`src/rtl/model_mem_pkg.sv`:
```
// model_mem_pkg: shared state encoding and header field pack/unpack helpers for model_writer/model_reader
package model_mem_pkg;
  typedef enum logic [2:0] {S_INIT, S_IDLE, S_VERTICES, S_FACES, S_COMMIT} state_t;
  function automatic logic [63:0] hdr_pack(input logic [63:0] face_ptr, input logic [63:0] vertex_ptr, input int vw);
    return (face_ptr << vw) | vertex_ptr;
  endfunction
  function automatic logic [63:0] hdr_face(input logic [63:0] hdr, input int vw);
    return hdr >> vw;
  endfunction
  function automatic logic [63:0] hdr_vertex(input logic [63:0] hdr, input int vw);
    return hdr & ((64'd1 << vw) - 64'd1);
  endfunction
endpackage

```
`src/rtl/model_writer.sv`:
```
// model_writer: streams vertices then faces into external buffers and commits {face_end,vertex_end} headers (ctrl: start/busy/done; streams: vertex_*/face_* valid/ready/last; write ports: header_*/face_*/vertex_*; status: model_count, err_*)
module model_writer
  import model_mem_pkg::*;
#(
  parameter int HEADER_ADDR_WIDTH = 4,
  parameter int FACE_ADDR_WIDTH = 12,
  parameter int VERTEX_ADDR_WIDTH = 12,
  parameter int COORD_WIDTH = 24
) (
  input  logic clk,
  input  logic rst,
  input  logic start,
  output logic busy,
  output logic done,
  input  logic vertex_valid,
  output logic vertex_ready,
  input  logic vertex_last,
  input  logic [3*COORD_WIDTH-1:0] vertex_in,
  input  logic face_valid,
  output logic face_ready,
  input  logic face_last,
  input  logic [3*FACE_ADDR_WIDTH-1:0] face_in,
  output logic header_we,
  output logic [HEADER_ADDR_WIDTH-1:0] header_addr,
  output logic [FACE_ADDR_WIDTH+VERTEX_ADDR_WIDTH-1:0] header_wdata,
  output logic face_we,
  output logic [FACE_ADDR_WIDTH-1:0] face_addr,
  output logic [3*FACE_ADDR_WIDTH-1:0] face_wdata,
  output logic vertex_we,
  output logic [VERTEX_ADDR_WIDTH-1:0] vertex_addr,
  output logic [3*COORD_WIDTH-1:0] vertex_wdata,
  output logic [HEADER_ADDR_WIDTH-1:0] model_count,
  output logic err_overflow,
  output logic err_headers_full
);
  localparam int HDW = FACE_ADDR_WIDTH + VERTEX_ADDR_WIDTH;
  state_t r_state, w_next;
  logic [VERTEX_ADDR_WIDTH-1:0] r_vertex_ptr;
  logic [FACE_ADDR_WIDTH-1:0] r_face_ptr;
  logic [HEADER_ADDR_WIDTH-1:0] r_model_count;
  logic w_v_hs, w_f_hs, w_v_full, w_f_full, w_hdr_full;
  logic [63:0] w_hdr;
  // A pointer at all-ones is full: the end-exclusive index stored in the header must still fit.
  always_comb begin
    vertex_ready = r_state == S_VERTICES;
    face_ready = r_state == S_FACES;
    busy = r_state != S_IDLE;
    w_v_hs = vertex_valid && vertex_ready;
    w_f_hs = face_valid && face_ready;
    w_v_full = &r_vertex_ptr;
    w_f_full = &r_face_ptr;
    w_hdr_full = &r_model_count;
    w_hdr = hdr_pack(64'(r_face_ptr), 64'(r_vertex_ptr), VERTEX_ADDR_WIDTH);
    w_next = r_state == S_INIT ? S_IDLE :
             r_state == S_IDLE ? (start && !w_hdr_full ? S_VERTICES : S_IDLE) :
             r_state == S_VERTICES ? (w_v_hs && vertex_last ? S_FACES : S_VERTICES) :
             r_state == S_FACES ? (w_f_hs && face_last ? S_COMMIT : S_FACES) : S_IDLE;
  end
  assign model_count = r_model_count;
  always_ff @(posedge clk)
    if (rst) r_state <= S_INIT;
    else r_state <= w_next;
  always_ff @(posedge clk) begin
    if (rst) begin
      r_vertex_ptr <= '0;
      r_face_ptr <= '0;
      r_model_count <= '0;
      err_overflow <= 1'b0;
      err_headers_full <= 1'b0;
      done <= 1'b0;
      header_we <= 1'b0;
      header_addr <= '0;
      header_wdata <= '0;
      face_we <= 1'b0;
      face_addr <= '0;
      face_wdata <= '0;
      vertex_we <= 1'b0;
      vertex_addr <= '0;
      vertex_wdata <= '0;
    end else begin
      done <= 1'b0;
      header_we <= 1'b0;
      face_we <= 1'b0;
      vertex_we <= 1'b0;
      if (r_state == S_INIT) begin
        header_we <= 1'b1;
        header_addr <= '0;
        header_wdata <= '0;
      end
      if (r_state == S_IDLE && start && w_hdr_full) err_headers_full <= 1'b1;
      if (w_v_hs) begin
        if (w_v_full) err_overflow <= 1'b1;
        else begin
          vertex_we <= 1'b1;
          vertex_addr <= r_vertex_ptr;
          vertex_wdata <= vertex_in;
          r_vertex_ptr <= r_vertex_ptr + 1'b1;
        end
      end
      if (w_f_hs) begin
        if (w_f_full) err_overflow <= 1'b1;
        else begin
          face_we <= 1'b1;
          face_addr <= r_face_ptr;
          face_wdata <= face_in;
          r_face_ptr <= r_face_ptr + 1'b1;
        end
      end
      if (r_state == S_COMMIT) begin
        header_we <= 1'b1;
        header_addr <= r_model_count + 1'b1;
        header_wdata <= w_hdr[HDW-1:0];
        r_model_count <= r_model_count + 1'b1;
        done <= 1'b1;
      end
    end
  end
endmodule

```
`config.mk`:
```
export PLATFORM = sky130hd
export DESIGN_NAME = model_writer
export DESIGN_NICKNAME = d
export VERILOG_FILES = /design/src/rtl/model_mem_pkg.sv /design/src/rtl/model_writer.sv
export SDC_FILE = /design/constraint.sdc
export NUM_CORES = 1
export LEC_CHECK = 0
export BUFFER_PORTS_ARGS = -buffer_cell sky130_fd_sc_hd__buf_2
export CAP_MARGIN = 30
export CORE_ASPECT_RATIO = 1.25
export CORE_MARGIN = 2
export CORE_UTILIZATION = 40
export DETAILED_ROUTE_END_ITERATION = 8
export GPL_ROUTABILITY_DRIVEN = 0
export PLACE_DENSITY = 0.78
export SLEW_MARGIN = 5
export SYNTH_ARGS = -nofsm -noshare
export SYNTH_HDL_FRONTEND = slang
export SYNTH_SLANG_ARGS = --single-unit
```
`constraint.sdc`:
```
create_clock -name clk -period 2 [get_ports clk]
set_input_delay 0 -clock clk [delete_from_list [all_inputs] [get_ports clk]]
set_output_delay 0 -clock clk [all_outputs]
set_load 0.03 [all_outputs]
```
**Word level (Yosys, flattened, before mapping)**

Cells that the tools add are included.

- Muxes and demuxes: 20
- Reduce and logical (&&, ||, !) cells: 18
- Add/subtract/negate cells: 3
- Equality and inequality tests: 5
- Bitwise operators: 5

Operators with widths:

| kind | count |
|---|---|
| 24-bit two-way mux | 2 |
| 12-bit by 1-bit adder with 12-bit output (second input constant) | 2 |
| 24-bit by 12-bit bitwise OR with 24-bit output | 1 |
| 12-bit AND reduction | 2 |
| 3-bit two-way mux | 4 |
| 1-bit two-way mux | 11 |
| 4-bit two-way mux | 2 |
| 1-bit logical AND | 7 |
| 3-bit by 2-bit equality test with 1-bit output (second input constant) | 2 |
| 2-bit OR reduction | 3 |
| 4-bit by 1-bit adder with 4-bit output (second input constant) | 1 |
| 1-bit inverter | 4 |
| 2-bit AND reduction | 2 |
| 4-bit AND reduction | 1 |
| 3-bit by 1-bit equality test with 1-bit output (second input constant) | 1 |
| 3-bit equality test (second input constant) | 1 |
| 3-bit logical NOT | 1 |
| 3-bit by 1-bit inequality test with 1-bit output (second input constant) | 1 |
| 2-bit two-way mux | 1 |
| 2-bit nonzero test | 1 |
| 1-bit logical NOT | 1 |

- Word-level logic and storage cells: 68
- Register bits: 197
- Output and inout bits: 173
- Input bits: 115

**Depth between registers and ports, before layout**

Gate-level depths: netlist of run 1.

- Depth in word-level cells: 8
- Mapped depth: 9
- Depth with buffers taken out: 5

**Worst setup path after synthesis of run 1**

Ideal clock, no wire load.

- Path kind: flip-flop to flip-flop
- Start point: reg r_state[1]
- End point: reg r_vertex_ptr[10]
- Buffers on the path: 2
- Library setup time: 0.123 ns
- Period minus slack after synthesis: 2.223 ns
- Cell stages (with the launch flop): 7
- Data required time: 1.877 ns
- Arrival: 2.100 ns
- Setup slack: -0.223 ns
- Path through: dfxtp_1 > buf_2 > nor3b_1 > and2_0 > buf_2 > nand4_1 > mux2_1

- Cells in the longest elaborated chain, start to end: 3

RTL lines:

| element | line | source |
|---|---|---|
| start: declaration | model_writer.sv:37 | `state_t r_state, w_next;` |
| start signal: assignment | model_writer.sv:62 | `else r_state <= w_next;` |
| 3-bit by 2-bit equality test with 1-bit output | model_writer.sv:45 | `vertex_ready = r_state == S_VERTICES;` |
| net vertex_ready | model_writer.sv:16 | `output logic vertex_ready,` |
| 1-bit logical AND | model_writer.sv:48 | `w_v_hs = vertex_valid && vertex_ready;` |
| 2-bit AND reduction (no line) | - |  |
| end signal: assignment | model_writer.sv:97 | `r_vertex_ptr <= r_vertex_ptr + 1'b1;` |
| end: declaration | model_writer.sv:38 | `logic [VERTEX_ADDR_WIDTH-1:0] r_vertex_ptr;` |

The timed path passes the listed nets, and every way through them passes these cells.
A chain may end at the register's enable or synchronous reset.

**Worst setup path in the final report of run 1**

- Start point: reg r_state[1]
- End point: reg face_wdata[9]

- Cells in the longest elaborated chain, start to end: 3

RTL lines:

| element | line | source |
|---|---|---|
| 3-bit by 2-bit equality test with 1-bit output | model_writer.sv:46 | `face_ready = r_state == S_FACES;` |
| 1-bit logical AND | model_writer.sv:49 | `w_f_hs = face_valid && face_ready;` |
| 2-bit AND reduction (no line) | - |  |
| end signal: assignment | model_writer.sv:105 | `face_wdata <= face_in;` |
| end: declaration | model_writer.sv:28 | `output logic [3*FACE_ADDR_WIDTH-1:0] face_wdata,` |

Every way passes these cells.

==> impl_results.md, run 1 <==
* Arr. time, crit path at 2.22 ns
* Setup-failing EPs final at 0
* Hold Vio Cnt, Final at 0
* Placed cell areas at 0.00933 mm^2
* Asr flop ratio synth at 0
* Worst slew margin at 0.596
* H-tree depth at 4
* Syn Inst Count at 819
* CTS root buf: clkbuf_16
* Static leakage at 4.77 nW
* Hold WC Path Type: in2reg
* Clock Sinks at 197
* Post-Route WL at 22.8 mm
* PwrDens at 756 mW/mm^2
* Final worst-path cycle share at 0.921
* Syn nets at 937
* Hold Startpoint: face_in[1]
* Total grt overflow at 0
* Slew Limit Fails at 0
* Largest net degree at the start of global routing at 94
* TritonCTS clock tree: built
* Synthesized flop and latch total at 197
* Site row count at 55
* Vias per cell at 5.28
* Final Skew at 0.00925 ns
* Die area at 0.0197 mm^2
* Fin area at 0.0109 mm^2
* Yosys top cell area share at 0.530
* Status: finished clean
* Vias at 7609
* RSZ-0062 raised after global routing: false
* CP Launch Point: r_state[1]$_SDFF_PP0_
* Area delta synth->final at 47.1%
* Worst flop-to-flop path startpoint: r_state[1]$_SDFF_PP0_
* Crit start category: flop
* Crit path max fanout at 27
* Worst-case vdd ir drop at 535 uV
* Total CTS buffers at 17
* Final HPWL DP at 14.3 mm
* Required @ worst endpoint at 2.38 ns
* Initial antenna violation count at 0
* Slowest cell on crit path: dfxtp_1
* Die X at 126 um
* Syn_area_per_cell at 9.09 um^2
* WL/cell at 15.8 um
* Nets at 1315
* Core area at 0.0182 mm^2
* CP Class: reg2reg
* Synth Flop Type: dfxtp_1
* First-pass GRT wire length at 35.6 mm
* Setup TNS at 0 ns
* Io pins at 288
* Pre-antenna DRT Iters at 5
* Synth warn at 0
* FMAX at 543 MHz
* Total power at 8.27 mW
* Clk buf depth at 2
* Tmin final at 1.84 ns
* Clock slew at reported path FFs at 0.07 ns
* EDFF count, synth at 0
* Largest cells by area after synthesis: dfxtp_1 (53%), nand2_1 (9.2%), a21oi_1 (6.8%)
* Starting Density at 0.410
* # Max-Cap Violations at 0
* Clk_lat worst skew at 0.43 ns
* R2r setup slk at 0.16 ns
* Register area share after synthesis at 0.530
* Die span in y at 157 um
* Share of post-route cells with drive strength above 1 at 0.324
* Final core utilization at 0.603
* Vias in the first global route at 7282
* Worst setup EP type: flop
* Post-Syn Area at 0.00744 mm^2
* Gr usage total at 0.219
* Delay of the slowest critical-path stage at 0.49 ns
* Drt drc at 0
* Worst path cell trace: nand4b_1, buf_12, buf_4, nor4b_1, a31o_2
* Buffers on Ports at 287
* Netlist cell types at 52
* Final hold slack at 0.0142 ns
* Fill cell count at 1505
* Measured slew at the worst slew-check pin at 0.606 ns
* Post-route ant nets at 0
* Initial DRC Count at 502
* Yosys top cell by area: dfxtp_1
-- timing repair --
action / CTS / global route
hold endpoints to repair: 106 / 0
resized for setup: 0 / 1
endpoints found under the setup margin: 0 / 6
setup buffers: 0 / 0
hold buffers: 98 / 0
-- layout by cell type, fill, tap and decap left out, types with 5 or more instances in the layout --
cell	instances
buf_2	286
dfxtp_1	197
nand2_1	183
a21oi_1	101
dlygate4sd3_1	98
buf_4	41
a31o_1	39
nor4b_1	38
nor2_1	24
a22o_1	24
clkbuf_16	18
nor3_1	12
nand4_1	9
or3_1	9
o21ai_0	8
buf_12	8
a31o_2	7
nand3_1	7
o31ai_1	6
or4_1	6
mux2i_1	6
and3_1	5
a31oi_1	5
or2_2	5
-- where the power goes --
| group | total (mW) | switching (mW) | internal, mW |
|---|---|---|---|
| Combinational | 0.793 | 0.436 | 0.357 |
| Clock | 3.46 | 1.58 | 1.88 |
| Sequential | 4.02 | 0.0369 | 3.98 |
| Total | 8.27 | 2.05 | 6.22 |
-- through the flow --
| step | std cells | worst slack (ns) |
|---|---|---|
| after floorplan | 819 | 0.164 |
| after global placement | 1307 | 0.220 |
| after detailed placement | 1307 | 0.166 |
| after CTS | 1437 | 0.146 |
| after global routing | 1438 | 0.00599 |
| final | 1440 | 0.157 |
-- layer usage --
| metal | up-vias | track usage | wire, um |
|---|---|---|---|
| met5 | - | 0 | 0 |
| met4 | 0 | 0.0832 | 492 |
| met3 | 33 | 0.0694 | 1600 |
| met2 | 279 | 0.386 | 11600 |
| met1 | 3629 | 0.248 | 9050 |
| li1 | 3668 | - | - |
-- Yosys cell counts, types with 2 or more instances --
cell / instances
a211oi_1: 4
a21oi_1: 101
a22o_1: 24
a22oi_1: 2
a31o_1: 40
a31o_2: 6
a31oi_1: 6
and2_1: 2
and3_1: 5
and4_1: 3
buf_1: 6
buf_2: 18
buf_4: 6
clkbuf_1: 44
dfxtp_1: 197
ha_1: 3
inv_1: 4
mux2i_1: 6
nand2_1: 183
nand3_1: 7
nand4_1: 9
nand4bb_1: 2
nor2_1: 25
nor2b_1: 2
nor3_1: 12
nor3b_1: 2
nor4b_1: 39
o21ai_0: 8
o221a_2: 4
o31ai_1: 6
or2_2: 5
or3_1: 9
or4_1: 6
xnor2_1: 3
xor2_1: 3
-- layout make-up --
type,instances,area (um^2),share of cell area
Antenna cell,2,5.00,0.000457
Clock buffer,17,425,0.0389
Clock inverter,15,176,0.0161
Inverter,4,15.0,0.00137
Multi-Input combinational cell,543,3190,0.292
Sequential cell,197,3940,0.360
Tap cell,228,285,0.0261
Timing Repair Buffer,434,2910,0.265
-- logic make-up (layout without fill, tap and decap cells) --
| kind of cell | count (synthesis) | after routing | synth area share |
|---|---|---|---|
| compound gates | 208 | 208 | 0.187 |
| xor+xnor | 6 | 6 | 0.00706 |
| fa+ha+maj | 3 | 3 | 0.00504 |
| buf+inv | 79 | 470 | 0.0460 |
| flops | 197 | 197 | 0.530 |
| mux | 7 | 7 | 0.00958 |
| other cells | 0 | 2 | 0 |
| simple gates | 319 | 319 | 0.216 |
-- worst max-delay path: cells and delay by family, from the launching register on --
kind                   cells  cell delay (ns)
AND/OR/NAND/NOR            2             0.68
buffers and inverters      2             0.43
AO/OA/AOI/OAI              1             0.17
flip-flops                 1             0.49
-- flip-flops by register name, indices dropped and copies added, names as in the netlist, 4 cells and up --
signal	count
face_addr	12
face_wdata	36
header_addr	4
header_wdata	24
model_count	4
r_face_ptr	12
r_vertex_ptr	12
vertex_addr	12
vertex_wdata	72
-- path summary, 6_finish.rpt --
path	cells past startpoint	end
hold reg to reg	2	vertex_wdata[48]$_SDFFE_PP0P_
setup reg to reg	5	face_wdata[9]$_SDFFE_PP0P_
setup / recovery	5	face_wdata[9]$_SDFFE_PP0P_
hold / removal	3	face_wdata[1]$_SDFFE_PP0P_
(Power assumes the default switching activity.)
==> run 2, diff against run 1 <==
--- a/config.mk
+++ b/config.mk
@@ -7,12 +7,14 @@
 export LEC_CHECK = 0
 export BUFFER_PORTS_ARGS = -buffer_cell sky130_fd_sc_hd__buf_2
 export CAP_MARGIN = 30
+export CELL_PAD_IN_SITES_DETAIL_PLACEMENT = 0
+export CELL_PAD_IN_SITES_GLOBAL_PLACEMENT = 1
 export CORE_ASPECT_RATIO = 1.25
 export CORE_MARGIN = 2
-export CORE_UTILIZATION = 40
+export CORE_UTILIZATION = 35
 export DETAILED_ROUTE_END_ITERATION = 8
 export GPL_ROUTABILITY_DRIVEN = 0
-export PLACE_DENSITY = 0.78
+export PLACE_DENSITY = 0.89
 export SLEW_MARGIN = 5
 export SYNTH_ARGS = -nofsm -noshare
 export SYNTH_HDL_FRONTEND = slang
==> impl_results.md, run 2 (synthesis gave the netlist of run 1 again) <==
* Crit path max fanout at 8
* Pre-antenna DRT Iters at 5
* Total grt overflow at 0
* Required @ worst endpoint at 2.35 ns
* Measured slew at the worst slew-check pin at 0.698 ns
* Clk_lat worst skew at 0.43 ns
* Worst-case vdd ir drop at 577 uV
* Site row count at 59
* Clk buf depth at 2
* Fin area at 0.0109 mm^2
* H-tree depth at 4
* Hold Vio Cnt, Final at 0
* Crit start category: flop
* Status: finished clean
* Die area at 0.0225 mm^2
* Post-route ant nets at 0
* Setup-failing EPs final at 0
* Die span in y at 167 um
* R2r setup slk at 0.10 ns
* FMAX at 527 MHz
* Core area at 0.0208 mm^2
* ANT cells at 0
* Largest net degree at the start of global routing at 67
* Starting Density at 0.358
* Buffers on Ports at 287
* Worst setup EP type: flop
* First-pass GRT wire length at 35.9 mm
* Worst slew margin at 0.535
* Total CTS buffers at 17
* WL/cell at 15.5 um
* Largest reg by FF count: vertex_wdata
* Die X at 134 um
* PwrDens at 754 mW/mm^2
* Drt drc at 0
* Vias per cell at 5.03
* Tmin final at 1.90 ns
* Hold WC Path Type: in2reg
* Vias at 7416
* Most frequent cells in the layout: buf_2 (286), dfxtp_1 (197), nand2_1 (183), dlygate4sd3_1 (102), a21oi_1 (101)
* Final worst-path cycle share at 0.949
* Io pins at 288
* Placed cell areas at 0.00927 mm^2
* Nets at 1305
* CTS root buf: clkbuf_16
* Arr. time, crit path at 2.25 ns
* TritonCTS clock tree: built
* Clock Sinks at 197
* Initial DRC Count at 406
* Slew Limit Fails at 0
* Final hold slack at 0.00946 ns
* Max FFs per register at 72
* Initial antenna violation count at 0
* Most common cell after layout, fill and taps aside: buf_2
* Area delta synth->final at 46.2%
* Final Skew at 0.0127 ns
* # Max-Cap Violations at 0
* Share of post-route cells with drive strength above 1 at 0.314
* Post-Route WL at 22.8 mm
* Gr usage total at 0.196
* Top Registers: vertex_wdata (72), face_wdata (36), header_wdata (24)
* CP Class: reg2reg
* Clock slew at reported path FFs at 0.07 ns
* Final HPWL DP at 14.6 mm
* Static leakage at 4.69 nW
* Vias in the first global route at 7298
## run 2: cell types whose count changed in the layout (fill, tap and decap cells not counted), moves of 2 or more
cell           previous run  this run
buf_12                    8         6
buf_4                    41        29
clkinvlp_4                2         0
diode_2                   2         0
dlygate4sd3_1            98       102
inv_8                     2         4
## run 2: repair_timing
action                                  4_1_cts  5_1_grt
endpoints found under the hold margin       102        0
hold buffers                                102        0
resized for setup                             0        1
endpoints found under the setup margin        0        1
buffers inserted                              0        1
## run 2: per-layer routing
metal  track usage  wire length, um  vias to the layer above
met1         0.223             9410                     3481
met3        0.0645             1630                       47
met2         0.342            11200                      250
met5             0                0                        -
met4        0.0682              581                        0
li1              -                -                     3638
## run 2: final timing paths
path                                                     from                       endpoint  cells past startpoint
worst max-delay path                    r_state[2]$_SDFF_PP0_          r_state[0]$_SDFF_PP0_                      7
worst min-delay path                               face_in[5]     face_wdata[5]$_SDFFE_PP0P_                      3
worst max register to register          r_state[2]$_SDFF_PP0_          r_state[0]$_SDFF_PP0_                      7
worst min register to register  vertex_wdata[36]$_SDFFE_PP0P_  vertex_wdata[36]$_SDFFE_PP0P_                      2
## run 2: final cells by class
cell class                      instances  area [um^2]
Clock buffer                           19          443
Clock inverter                         12          140
Sequential cell                       197         3940
Tap cell                              274          343
Multi-Input combinational cell        543         3200
Timing Repair Buffer                  424         2810
Fill cell                            1946         9930
Inverter                                4         15.0
## run 2: per-stage QoR
step | setup slack [ns] | instances | TNS (ns) | utilization | total power, mW
2_1_floorplan | 0.164 | 819 | 0 | - | 4.47
3_3_place_gp | 0.234 | 1338 | 0 | 0.445 | 4.73
3_5_place_dp | 0.174 | 1339 | 0 | 0.445 | 4.74
4_1_cts | 0.0377 | 1472 | 0 | 0.523 | 8.32
5_1_grt | -0.00393 | 1473 | -0.00393 | 0.523 | 8.54
6_report | 0.103 | 1473 | 0 | 0.523 | 8.21
## run 2: report_power, final
group	total, mW	switching (mW)	internal [mW]
clock network	3.40	1.59	1.80
registers	4.02	0.0326	3.98
logic	0.800	0.440	0.360
total	8.21	2.07	6.15
## run 2: worst max-delay path, stage by stage (launching register included)
cell and delay (ns):
dfxtp_1 0.33, buf_4 0.16, and4b_2 0.24, buf_4 0.16
a21oi_1 0.15, a31oi_1 0.05, dlygate4sd3_1 0.56, nor3_1 0.16
